File: src/rtl/mul_div_unit.sv
// Iterative 8051 MUL AB / DIV AB unit: shift-add multiply and restoring divide,
// one bit per cycle. Results and the PSW flag code are presented for one cycle on done.
module mul_div_unit #(
    parameter int unsigned WIDTH = 8
) (
    input  logic             clock,
    input  logic             reset,
    input  logic             start,
    input  logic             op_div,
    input  logic [WIDTH-1:0] acc_in,
    input  logic [WIDTH-1:0] b_in,
    output logic             busy,
    output logic             done,
    output logic [WIDTH-1:0] acc_out,
    output logic [WIDTH-1:0] b_out,
    output logic             carry_out,
    output logic             overflow_out,
    output logic [1:0]       flag_set
);

    localparam int unsigned    CW        = $clog2(WIDTH + 1);
    localparam logic [CW-1:0]  LAST      = CW'(WIDTH - 1);
    localparam logic [1:0]     CY_OV_SET = 2'b11;

    typedef enum logic [1:0] {IDLE, MUL, DIV, DONE} state_t;

    state_t             state_q, state_d;
    logic [WIDTH-1:0]   a_q, a_d;
    logic [WIDTH-1:0]   b_q, b_d;
    logic               op_q, op_d;
    logic [CW-1:0]      count_q, count_d;
    logic [2*WIDTH-1:0] prod_q, prod_d;
    logic [WIDTH-1:0]   rem_q, rem_d;

    logic               busy_q, busy_d;
    logic               done_q, done_d;
    logic [WIDTH-1:0]   acc_q, acc_d;
    logic [WIDTH-1:0]   bo_q, bo_d;
    logic               cy_q, cy_d;
    logic               ov_q, ov_d;
    logic [1:0]         fs_q, fs_d;

    logic               accept;
    logic [WIDTH:0]     mul_sum;
    logic [WIDTH:0]     part_rem;
    logic               q_bit;
    logic [WIDTH-1:0]   rem_next;

    // done_q masks start so a request in the done cycle is dropped, not queued
    assign accept = (state_q == IDLE) && start && !done_q;

    always_ff @(posedge clock) begin
        if (!reset) begin
            state_q <= IDLE;
            a_q     <= '0;
            b_q     <= '0;
            op_q    <= 1'b0;
            count_q <= '0;
            prod_q  <= '0;
            rem_q   <= '0;
            busy_q  <= 1'b0;
            done_q  <= 1'b0;
            acc_q   <= '0;
            bo_q    <= '0;
            cy_q    <= 1'b0;
            ov_q    <= 1'b0;
            fs_q    <= 2'b00;
        end else begin
            state_q <= state_d;
            a_q     <= a_d;
            b_q     <= b_d;
            op_q    <= op_d;
            count_q <= count_d;
            prod_q  <= prod_d;
            rem_q   <= rem_d;
            busy_q  <= busy_d;
            done_q  <= done_d;
            acc_q   <= acc_d;
            bo_q    <= bo_d;
            cy_q    <= cy_d;
            ov_q    <= ov_d;
            fs_q    <= fs_d;
        end
    end

    always_comb begin
        state_d = state_q;
        unique case (state_q)
            IDLE: begin
                if (accept) begin
                    if (!op_div)            state_d = MUL;
                    else if (b_in == '0)    state_d = DONE;
                    else                    state_d = DIV;
                end
            end
            MUL, DIV: if (count_q == LAST) state_d = DONE;
            DONE:     state_d = IDLE;
            default:  state_d = IDLE;
        endcase
    end

    // MUL: A sits in prod_q's low half and shifts out LSB first as the product
    // shifts in from the top. DIV: the low half holds the dividend/quotient.
    assign mul_sum  = {1'b0, prod_q[2*WIDTH-1:WIDTH]} + (prod_q[0] ? {1'b0, b_q} : '0);
    assign part_rem = {rem_q, prod_q[WIDTH-1]};
    assign q_bit    = part_rem >= {1'b0, b_q};
    assign rem_next = q_bit ? WIDTH'(part_rem - {1'b0, b_q}) : part_rem[WIDTH-1:0];

    always_comb begin
        a_d     = a_q;
        b_d     = b_q;
        op_d    = op_q;
        count_d = count_q;
        prod_d  = prod_q;
        rem_d   = rem_q;
        acc_d   = acc_q;
        bo_d    = bo_q;
        cy_d    = 1'b0;
        ov_d    = ov_q;
        done_d  = (state_q == DONE);
        fs_d    = (state_q == DONE) ? CY_OV_SET : 2'b00;
        busy_d  = (state_d != IDLE) || (state_q == DONE);

        unique case (state_q)
            IDLE: begin
                if (accept) begin
                    a_d     = acc_in;
                    b_d     = b_in;
                    op_d    = op_div;
                    count_d = '0;
                    prod_d  = {{WIDTH{1'b0}}, acc_in};
                    rem_d   = '0;
                end
            end
            MUL: begin
                prod_d  = {mul_sum, prod_q[WIDTH-1:1]};
                count_d = CW'(count_q + 1'b1);
            end
            DIV: begin
                prod_d  = {prod_q[2*WIDTH-1:WIDTH], prod_q[WIDTH-2:0], q_bit};
                rem_d   = rem_next;
                count_d = CW'(count_q + 1'b1);
            end
            DONE: begin
                if (!op_q) begin
                    acc_d = prod_q[WIDTH-1:0];
                    bo_d  = prod_q[2*WIDTH-1:WIDTH];
                    ov_d  = |prod_q[2*WIDTH-1:WIDTH];
                end else if (b_q == '0) begin
                    acc_d = a_q;
                    bo_d  = b_q;
                    ov_d  = 1'b1;
                end else begin
                    acc_d = prod_q[WIDTH-1:0];
                    bo_d  = rem_q;
                    ov_d  = 1'b0;
                end
            end
            default: ;
        endcase
    end

    assign busy         = busy_q;
    assign done         = done_q;
    assign acc_out      = acc_q;
    assign b_out        = bo_q;
    assign carry_out    = cy_q;
    assign overflow_out = ov_q;
    assign flag_set     = fs_q;

endmodule
File: config.mk
export PLATFORM = sky130hd
export DESIGN_NAME = mul_div_unit
export DESIGN_NICKNAME = d
export VERILOG_FILES = /design/src/rtl/mul_div_unit.sv
export SDC_FILE = /design/constraint.sdc
export NUM_CORES = 1
export LEC_CHECK = 0
export CORE_MARGIN = 10
export CORE_UTILIZATION = 45
export DETAILED_ROUTE_END_ITERATION = 12
export PLACE_DENSITY = 0.66
export SYNTH_ARGS = -nofsm -noshare
export SYNTH_HDL_FRONTEND = slang
export SYNTH_SLANG_ARGS = --single-unit
File: constraint.sdc
create_clock -name clock -period 2.32 [get_ports clock]
set_input_delay 0.232 -clock clock [delete_from_list [all_inputs] [get_ports clock]]
set_output_delay 0.232 -clock clock [all_outputs]
set_load 0.03 [all_outputs]
# Word-level counts from Yosys, hierarchy flattened
# Cells that the tools add are included.
[op_classes]
reduce_logical = 19
n_lt_le_gt_ge = 1
n_addsub = 3
bitwise = 1
eq_ne = 5
n_div = 0
mul = 0
shift = 0
n_mux = 20
[op_table]
columns = ["cell", "count"]
rows = [
  ["$mux W8", 7],
  ["$pmux W16 S3", 1],
  ["$logic_not A8 Y1", 2],
  ["$mux W16", 1],
  ["$pmux W8 S2", 1],
  ["$add A8 B8 Y9", 1],
  ["$ge A9 B8 Y1", 1],
  ["$mux W2", 4],
  ["$pmux W4 S2", 1],
  ["$reduce_and A2 Y1", 4],
  ["$reduce_bool A2 Y1", 4],
  ["$reduce_or A8 Y1", 1],
  ["$sub A8 B8 Y8", 1],
  ["$pmux W2 S3", 1],
  ["$add A4 B1 Y4 const B", 1],
  ["$eq A2 B2 Y1 const B", 2],
  ["$eq A4 B3 Y1 const B", 1],
  ["$mux W4", 1],
  ["$mux W1", 3],
  ["$reduce_and A3 Y1", 1],
  ["$reduce_bool A3 Y1", 1],
  ["$eq A2 B1 Y1 const B", 1],
  ["$logic_and A1 B1 Y1", 2],
  ["$logic_not A2 Y1", 1],
  ["other kinds (5)", 5],
]
[word_totals]
ff_bits = 68
input_bits = 20
rom_bits = 0
mem_bits_rw = 0
mem_count = 0
output_inout_bits = 22
latchBits = 0
word_cells = 63

# Logic depth before layout (Yosys ltp)
# Gate-level depths: netlist of run 1.
[depth]
word_depth = 7
depth_mapped = 11
ltp_nobuf = 10

# Worst setup path before layout of run 1
# No wires, ideal clock.
[synth_timing]
path_type = "flip-flop to flip-flop"
start = "register prod_q[0]"
end = "register prod_q[14]"
required_time_ns = 2.202
setup_time_ns = 0.118
path_stages_with_launch = 10
period_less_slack_ns = 2.075
t_arrival_ns = 1.957
path_slack_ns = 0.245
n_path_buf = 1
cell_sequence = "dfxtp_1 -> clkbuf_1 -> and2_1 -> ha_1 -> and3_1 -> a2111oi_4 -> o21bai_1 -> a21oi_1 -> xor2_1 -> o21ai_1"
[synth_via]
elab_chain_cells = 3
[synth_rtl]
columns = ["element", "line", "source"]
rows = [
  ["start: declaration", "32", "logic [2*WIDTH-1:0] prod_q, prod_d;"],
  ["start signal: assignment", "74", "prod_q <= prod_d;"],
  ["$mux W8", "104", "assign mul_sum = {1'b0, prod_q[2*WIDTH-1:WIDTH]} + (prod_q[0] ? {1'b0, b_q} : '0);"],
  ["$add A8 B8 Y9", "104", ""],
  ["$pmux W16 S3", "124", "unique case (state_q)"],
]
# Every way passes these cells.
# A chain may end at the register's enable or synchronous reset.

# Worst setup path in the final report of run 1
[layout_timing]
start = "register b_q[6]"
end = "register rem_q[3]"
[layout_via]
elab_chain_cells = 3
[layout_rtl]
columns = ["element", "line", "source"]
rows = [
  ["start: declaration", "29", "logic [WIDTH-1:0] b_q, b_d;"],
  ["start signal: assignment", "56", "b_q <= '0;"],
  ["start signal: assignment", "71", "b_q <= b_d;"],
  ["$ge A9 B8 Y1", "106", "assign q_bit = part_rem >= {1'b0, b_q};"],
  ["$mux W8", "107", "assign rem_next = q_bit ? WIDTH'(part_rem - {1'b0, b_q}) : part_rem[WIDTH-1:0];"],
  ["$pmux W8 S2", "124", ""],
  ["end signal: assignment", "75", "rem_q <= rem_d;"],
  ["end: declaration", "33", "logic [WIDTH-1:0] rem_q, rem_d;"],
]
# Every way passes these cells.

==> flow_summary.yaml, run 1 <==
cells_and_area:
  post_route_cells_drive_above_1_share_pct: 8.79
  diodes: 0
  fin_nets: 527
  stdcell_count: 594
  area_growth_pct: 20.4
  final_util_pct: 55.4
  multi_input_area_um2: 2240
  seqCellArea_um2: 1320
  fillers: 758
clock_tree:
  cts.path.max_buffers: 2
  ctsResizeCount: 0
  clkSinkCount: 66
  cts.clk_slew.worst_paths_ps: 80
  numCtsBuffers: 9
  cts_hold_buf: 0
  h-tree-depth: 3
  tritoncts: "done"
  root_buffer: "clkbuf_8"
  post_cts_buffers: 0
  insertion_delay_ps: 350
pwr:
  irDropWorstVdd_v: 0.000340
  powerDensity_nw_per_um2: 660
  leakage_nw: 1.88
  p_clk_share_pct: 40.7
  p_sw_share_pct: 28.0
  total_power_w: 0.00299
  comb_power_share_pct: 18.0
  power_frac_seq_pct: 41.3
  p_int_w: 0.00215
  power.switching_w: 0.000837
route:
  first_pass_iters: 4
  avgViaCountPerCell: 5.51
  num_vias: 3271
  drt_iter0_drc: 190
  wl_per_cell_um: 16.4
  drt.antenna.violating_nets: 0
  drc: 0
  wirelength_mm: 9.73
floorplanning:
  num_rows: 33
  initial_core_util_pct: 46.1
  die_w_um: 111
  die_h_um: 111
  dieArea_um2: 12400
  core_um2: 8180
  ios: 42
logic_synthesis:
  synth-edff-count: 0
  ys_ff_latch: 66
  syn_area_per_cell_um2: 8.44
  synth-seq-area-share_pct: 35.1
  synth_ff_type: "dfxtp_1"
  syn_area_um2: 3760
  synth.distinct_cells: 56
  async_flop_share_pct: 0
  synth_nets: 489
  synthCells: 446
  ys.warnings.count: 0
sta:
  rsz0062_at_grt: "false"
  slew_violations: 0
  tns_ps: 0
  setup_violations: 0
  post-route-min-period_ps: 2200
  period_share_pct: 94.9
  hold_viol_final: 0
  hold_slack_ps: 464
  max_slew.worst_pin.slew_ps: 708
  max_freq_ghz: 0.454
  clock-skew-final_ps: 12.5
  maxSlewHeadroom_pct: 52.5
global_route:
  overflow: 0
  grt_pass1_wl_mm: 16.6
  antenna_found_initial: 0
  grt_pass1_vias: 3382
  grt_max_degree: 36
  grt_use_total_pct: 15.9
setup_path:
  worst-path-max-fanout: 11
  cp-start-kind: "flip-flop"
  reg2reg_slack_ps: 120
  critPathKind: "flip-flop to flip-flop"
  cp_data_arrival_time_ps: 2460
  critPathCaptureType: "flip-flop"
  required_ps: 2580
run:
  cap_violations: 0
place:
  place.gp.congestion: 0.903
  numPlacedInstances: 578
  io_buffers: 40
  dp_hpwl_mm: 7.18
min_path:
  min_path_type: "flip-flop to flip-flop"
run_status:
  status: "finished clean"
path summary, 6_finish.rpt:
| path | end | depth (start not counted) | startpoint |
|---|---|---|---|
| setup reg to reg | rem_q[3]$_SDFFE_PN0P_ | 8 | b_q[6]$_SDFFE_PN0P_ |
| hold / removal | a_q[4]$_SDFFE_PN0P_ | 2 | a_q[4]$_SDFFE_PN0P_ |
| setup / recovery | rem_q[3]$_SDFFE_PN0P_ | 8 | b_q[6]$_SDFFE_PN0P_ |
| hold reg to reg | a_q[4]$_SDFFE_PN0P_ | 2 | a_q[4]$_SDFFE_PN0P_ |
power by group through the flow:
stage / clock (W) / sequential (W) / combinational, W
floorplan: 0 / 0.00126 / 0.000368
global placement: 0 / 0.00126 / 0.000532
detailed placement: 0 / 0.00126 / 0.000537
CTS: 0.00125 / 0.00123 / 0.000539
global route: 0.00130 / 0.00124 / 0.000603
finish: 0.00122 / 0.00123 / 0.000539
cell usage in the layout, fill, tap and decap left out, drive strengths merged, types with 4 or more instances in the layout:
cell type	netlist	layout
a21boi	22	22
a32oi	5	5
xnor2	4	4
clkbuf	19	10
and2	12	12
and3	5	5
a21oi	27	27
a22oi	12	12
xor2	4	4
o21ai	26	26
nand3	7	7
dfxtp	66	66
o211a	15	15
nand2b	5	5
clkdlybuf4s50	0	40
ha	21	21
buf	9	15
nor2	18	18
nor2b	23	23
inv	20	21
nand2	67	67
a211oi	8	8
mux2i	9	9
metal layers:
metal / share of wire [%] / track usage, % / vias to the layer above
li1: - / - / 1638
met5: 0 / 0 / -
met1: 43 / 17.6 / 1563
met4: 1.6 / 5.66 / 0
met2: 52 / 28.9 / 59
met3: 3.5 / 3.54 / 11
worst max-delay path: stages (launching register included):
cell and delay, ps:
dfxtp_1 350, inv_1 50, ha_1 350, a21o_1 220
a221oi_2 290, a21boi_4 420, buf_4 230, a32oi_1 100
o31ai_1 100
logic make-up after synthesis:
group	Yosys count	synth area share, %
xor gates and xnor gates	8	1.86
other	1	0.0996
DFF	66	35.1
muxes	9	2.39
adders and majority gates	23	8.04
buffers and inverters	48	5.45
and+or+nand+nor	153	20.2
AOI/OAI and AO/OA	138	26.8
through the flow:
step / area, um^2 / setup slack, ps
floorplan: 3760 / 245
global placement: 4280 / 191
finish: 4530 / 119
global route: 4530 / 7.21
CTS: 4530 / 98.5
detailed placement: 4280 / 127
state kept, by name, summed over array words and instances, names as in the netlist:
signal and flops:
b_out 8, busy 1, acc_out 8, rem_q 8, a_q 8, prod_q 16, count_q 4, op_q 1
b_q 8, state_q 2, overflow_out 1, flag_set 1
synthesized netlist by cell type (6+ instances only):
library cell,number,share of area (%)
o211a_1,15,4.0
o21ai_1,7,0.93
a211oi_1,8,1.6
and2_1,12,2.0
nor2_1,17,1.7
mux2i_1,9,2.4
ha_1,21,7.0
a21oi_1,24,3.2
nor2b_1,23,3.8
a22oi_1,12,2.4
inv_1,20,2.0
a21boi_0,20,4.0
dfxtp_1,66,35
nand2_1,67,6.7
nand3_1,6,0.80
clkbuf_1,19,1.9
o21ai_0,18,2.4
layout make-up:
type | count | area share (%)
multi-input cells | 332 | 49.4
clock buffers | 10 | 3.04
well taps | 105 | 2.90
repair buffers | 55 | 11.3
clock inverters | 6 | 2.48
flip-flops and latches | 66 | 29.2
inverters | 20 | 1.66
(Power assumes the default switching activity.)
==> run 2, diff against run 1 <==
- CORE_UTILIZATION: 45 -> 57
- PLACE_DENSITY: 0.66 -> 0.81
==> flow_summary.yaml, run 2 (synthesis results as in run 1) <==
clock_tree:
  clkSinkCount: 66
  cts_hold_buf: 0
  numCtsBuffers: 9
  insertion_delay_ps: 350
  tritoncts: "done"
  root_buffer: "clkbuf_8"
  cts.path.max_buffers: 2
  h-tree-depth: 3
  cts.clk_slew.worst_paths_ps: 70
setup_path:
  path_buf_inv: 2
  path_delay_family: "compound AO/OA/AOI/OAI gates"
  critPathKind: "flip-flop to flip-flop"
  required_ps: 2550
  critPathCaptureType: "flip-flop"
  worst-path-max-fanout: 12
  crit_slowest_cell: "dfxtp_1"
  worstPathCellList: "inv_1 > ha_1 > and3_1 > a221oi_2 > a21boi_4 > buf_12 > nor2_2 > o311a_1"
  crit_path_max_incr_delay_ps: 380
  cp_data_arrival_time_ps: 2430
  cp-start-kind: "flip-flop"
global_route:
  grt_use_total_pct: 18.6
  antenna_found_initial: 0
  grt_pass1_wl_mm: 15.6
  overflow: 0
  grt_max_degree: 38
  grt_pass1_vias: 3215
sta:
  setup_violations: 0
  worst_slack_ps: 123
  max_slew.worst_pin.slew_ps: 691
  slew_violations: 0
  maxSlewHeadroom_pct: 53.6
  max_freq_ghz: 0.455
  period_share_pct: 94.7
  rsz0062_at_grt: "false"
  hold_viol_final: 0
  clock-skew-final_ps: 14.1
  tns_ps: 0
  post-route-min-period_ps: 2200
pwr:
  leakage_nw: 1.86
  total_power_w: 0.00290
  powerDensity_nw_per_um2: 645
  irDropWorstVdd_v: 0.000585
route:
  met3_length_um: 406
  num_vias: 3319
  wirelength_mm: 9.54
  wl_per_cell_um: 16.8
  drt.antenna.violating_nets: 0
  highest_layer: "met4"
  met1_length_mm: 4.20
  drt_iter0_drc: 251
  first_pass_iters: 4
  avgViaCountPerCell: 5.85
  drc: 0
  wl_met2_mm: 4.76
place:
  place_ws_ps: 99.7
  place.gp.congestion: 0.917
  numPlacedInstances: 550
  dp_hpwl_mm: 6.86
  io_buffers: 40
min_path:
  min_path_type: "flip-flop to flip-flop"
floorplanning:
  die_w_um: 101
  num_rows: 29
  initial_core_util_pct: 59.0
  die_h_um: 101
  core_um2: 6390
  ios: 42
  dieArea_um2: 10300
cells_and_area:
  stdcell_count: 567
  final_util_pct: 70.3
  largest_register: "prod_q"
  largest_register_ff_count: 16
  fillers: 490
  fin_nets: 528
  layout.cells.most_common: "nand2_1"
  diodes: 0
  post_route_cells_drive_above_1_share_pct: 8.57
  area_growth_pct: 19.2
  final_cell_mix: "67 x nand2_1, 64 x dfxtp_1, 40 x clkdlybuf4s50_1, 24 x a21oi_1, 23 x nor2b_1"
run_status:
  status: "finished clean"
run:
  cap_violations: 0
-- run 2: worst min-delay path: cells and delay by family (launching register included) --
kind / cells / cell delay [ps]
AO/OA/AOI/OAI: 1 / 60
AND/OR/NAND/NOR: 1 / 50
flip-flops: 1 / 310
-- run 2: stage by stage --
step	area (um^2)	hold WS [ps]
after floorplan	3760	377
after global placement	4240	451
after detailed placement	4240	457
after CTS	4460	465
after global routing	4490	482
final	4490	465
-- run 2: layout make-up --
class                      instances  area, um^2  area share [%]
clock buffer                      12         145            3.23
clock inverter                     4        75.1            1.67
inverter                          20        75.1            1.67
multi-input combinational        332        2240            49.9
sequential                        66        1320            29.5
tap                               77        96.3            2.15
timing repair buffer              56         533            11.9
-- run 2: path summary, 6_finish.rpt --
kind | start | end | slack, ps | depth (start not counted)
max | b_q[6]$_SDFFE_PN0P_ | prod_q[0]$_SDFFE_PN0P_ | 120 | 8
min | a_q[3]$_SDFFE_PN0P_ | a_q[3]$_SDFFE_PN0P_ | 460 | 2
max reg2reg | b_q[6]$_SDFFE_PN0P_ | prod_q[0]$_SDFFE_PN0P_ | 120 | 8
min reg2reg | a_q[3]$_SDFFE_PN0P_ | a_q[3]$_SDFFE_PN0P_ | 460 | 2
-- run 2: power breakdown --
part	internal, W	switching [W]	total [W]
Sequential	0.00119	0.0000495	0.00124
Clock	0.000636	0.000452	0.00109
Combinational	0.000247	0.000326	0.000573
Total	0.00207	0.000827	0.00290
-- run 2: metal layers --
metal | up-vias | GRT usage (%)
met5 | - | 0
met4 | 0 | 5.89
met3 | 17 | 4.77
met2 | 72 | 32.2
met1 | 1584 | 21.9
li1 | 1646 | -
-- run 2: timing repair --
item / 4_1_cts / 5_1_grt
buffers inserted: 0 / 1
resized for setup: 0 / 4
setup endpoints to repair: 0 / 6
==> run 3, diff against run 2 <==
- TNS_END_PERCENT: not set -> 5
==> flow_summary.yaml, run 3 (synthesis results as in run 1) <==
setup_path:
  crit_path_max_incr_delay_ps: 420
  r2r_cells: 7
  worstReg2RegStart: "b_q[6]$_SDFFE_PN0P_"
  critPathKind: "flip-flop to flip-flop"
  worstSetupStartpoint: "b_q[6]$_SDFFE_PN0P_"
  cp-start-kind: "flip-flop"
  crit_slowest_cell: "a21boi_4"
  worstPathCellList: "inv_1 > ha_1 > and3_1 > a221oi_2 > a21boi_4 > nor2_2 > o311a_1"
  r2r_end: "prod_q[0]$_SDFFE_PN0P_"
  reg2reg_slack_ps: 70
  cp_data_arrival_time_ps: 2480
  worst-path-max-fanout: 12
  crit_path_end: "prod_q[0]$_SDFFE_PN0P_"
  critPathCaptureType: "flip-flop"
  required_ps: 2550
route:
  first_pass_iters: 4
  avgViaCountPerCell: 5.83
  wirelength_mm: 9.44
  drt.antenna.violating_nets: 0
  drt_iter0_drc: 222
  drc: 0
  wl_per_cell_um: 16.7
  num_vias: 3300
global_route:
  grt_pass1_wl_mm: 15.6
  grt_use_total_pct: 18.6
  grt_pass1_vias: 3215
  grt_max_degree: 38
  overflow: 0
  antenna_found_initial: 0
cells_and_area:
  final_cell_mix: "67 x nand2_1, 64 x dfxtp_1, 40 x clkdlybuf4s50_1, 24 x a21oi_1, 23 x nor2b_1"
  area_growth_pct: 18.7
  largest_register: "prod_q"
  fin_nets: 527
  largest_register_ff_count: 16
  diodes: 0
  fillers: 494
  post_route_cells_drive_above_1_share_pct: 8.38
  layout.cells.most_common: "nand2_1"
  stdcell_count: 566
sta:
  setup_violations: 0
  max_slew.worst_pin.slew_ps: 704
  hold_viol_final: 0
  post-route-min-period_ps: 2250
  worst_slack_ps: 74.1
  slew_violations: 0
  clock-skew-final_ps: 13.5
  max_freq_ghz: 0.445
  rsz0062_at_grt: "true"
  period_share_pct: 96.8
  maxSlewHeadroom_pct: 52.7
place:
  dp_hpwl_mm: 6.86
  io_buffers: 40
  numPlacedInstances: 550
  place.gp.congestion: 0.917
  place_ws_ps: 99.7
run_status:
  status: "finished clean"
clock_tree:
  insertion_delay_ps: 350
  tritoncts: "done"
  post_cts_buffers: 0
  cts.path.max_buffers: 2
  ctsResizeCount: 0
  numCtsBuffers: 9
  cts.clk_slew.worst_paths_ps: 70
  root_buffer: "clkbuf_8"
  cts_hold_buf: 0
  h-tree-depth: 3
  clkSinkCount: 66
min_path:
  min_path_type: "flip-flop to flip-flop"
run:
  cap_violations: 0
floorplanning:
  die_w_um: 101
  dieArea_um2: 10300
  core_um2: 6390
  initial_core_util_pct: 59.0
  die_h_um: 101
  num_rows: 29
  ios: 42
pwr:
  irDropWorstVdd_v: 0.000583
  leakage_nw: 1.85
  powerDensity_nw_per_um2: 642
-- run 3: worst max-delay path: cells and delay by family (launching register included) --
family / cells / cell delay (ps)
AND/OR/NAND/NOR: 2 / 300
AO/OA/AOI/OAI: 3 / 1050
adder cells (fa/ha/maj): 1 / 350
flip-flops: 1 / 380
buffers and inverters: 1 / 60
-- run 3: per-stage QoR --
step                      cell area [um^2]  hold slack (ps)  power, W  setup TNS (ps)  util [%]
final                                 4470              465   0.00287               0      70.0
after global routing                  4470              482   0.00299            -111      70.0
after CTS                             4460              465   0.00287               0      69.9
after detailed placement              4240              457   0.00180               0      66.5
after global placement                4240              451   0.00179               0      66.5
after floorplan                       3760              377   0.00163               0         -
-- run 3: routing by layer --
layer	vias to the layer above	share of wire, %	track usage [%]
met4	0	1.8	5.89
li1	1642	-	-
met1	1573	44	21.9
met2	70	50	32.2
met3	15	4.4	4.77
met5	-	0	0
-- run 3: area by class of cell --
| type | instances | area (um^2) | area share (%) |
|---|---|---|---|
| clock buffer | 12 | 145 | 3.25 |
| clock inverter | 4 | 75.1 | 1.68 |
| inverter | 20 | 75.1 | 1.68 |
| multi-input combinational | 332 | 2240 | 50.1 |
| sequential | 66 | 1320 | 29.6 |
| tap | 77 | 96.3 | 2.16 |
| timing repair buffer | 55 | 513 | 11.5 |
-- run 3: worst min path at each step --
stage / startpoint / end / slack, ps / cells past startpoint
CTS: acc_in[6] / a_q[6]$_SDFFE_PN0P_ / 470 / 3
global placement: a_q[6]$_SDFFE_PN0P_ / a_q[6]$_SDFFE_PN0P_ / 450 / 2
global route: acc_in[4] / a_q[4]$_SDFFE_PN0P_ / 480 / 3
floorplan: acc_in[4] / a_q[4]$_SDFFE_PN0P_ / 380 / 2
finish: a_q[3]$_SDFFE_PN0P_ / a_q[3]$_SDFFE_PN0P_ / 460 / 2
detailed placement: a_q[3]$_SDFFE_PN0P_ / a_q[3]$_SDFFE_PN0P_ / 460 / 2
-- run 3: power breakdown --
part           leakage (nW)  switching (W)  internal [W]
clock                 0.103       0.000451      0.000636
combinational          1.21       0.000319      0.000227
sequential            0.538      0.0000493       0.00119
total                  1.85       0.000819       0.00205
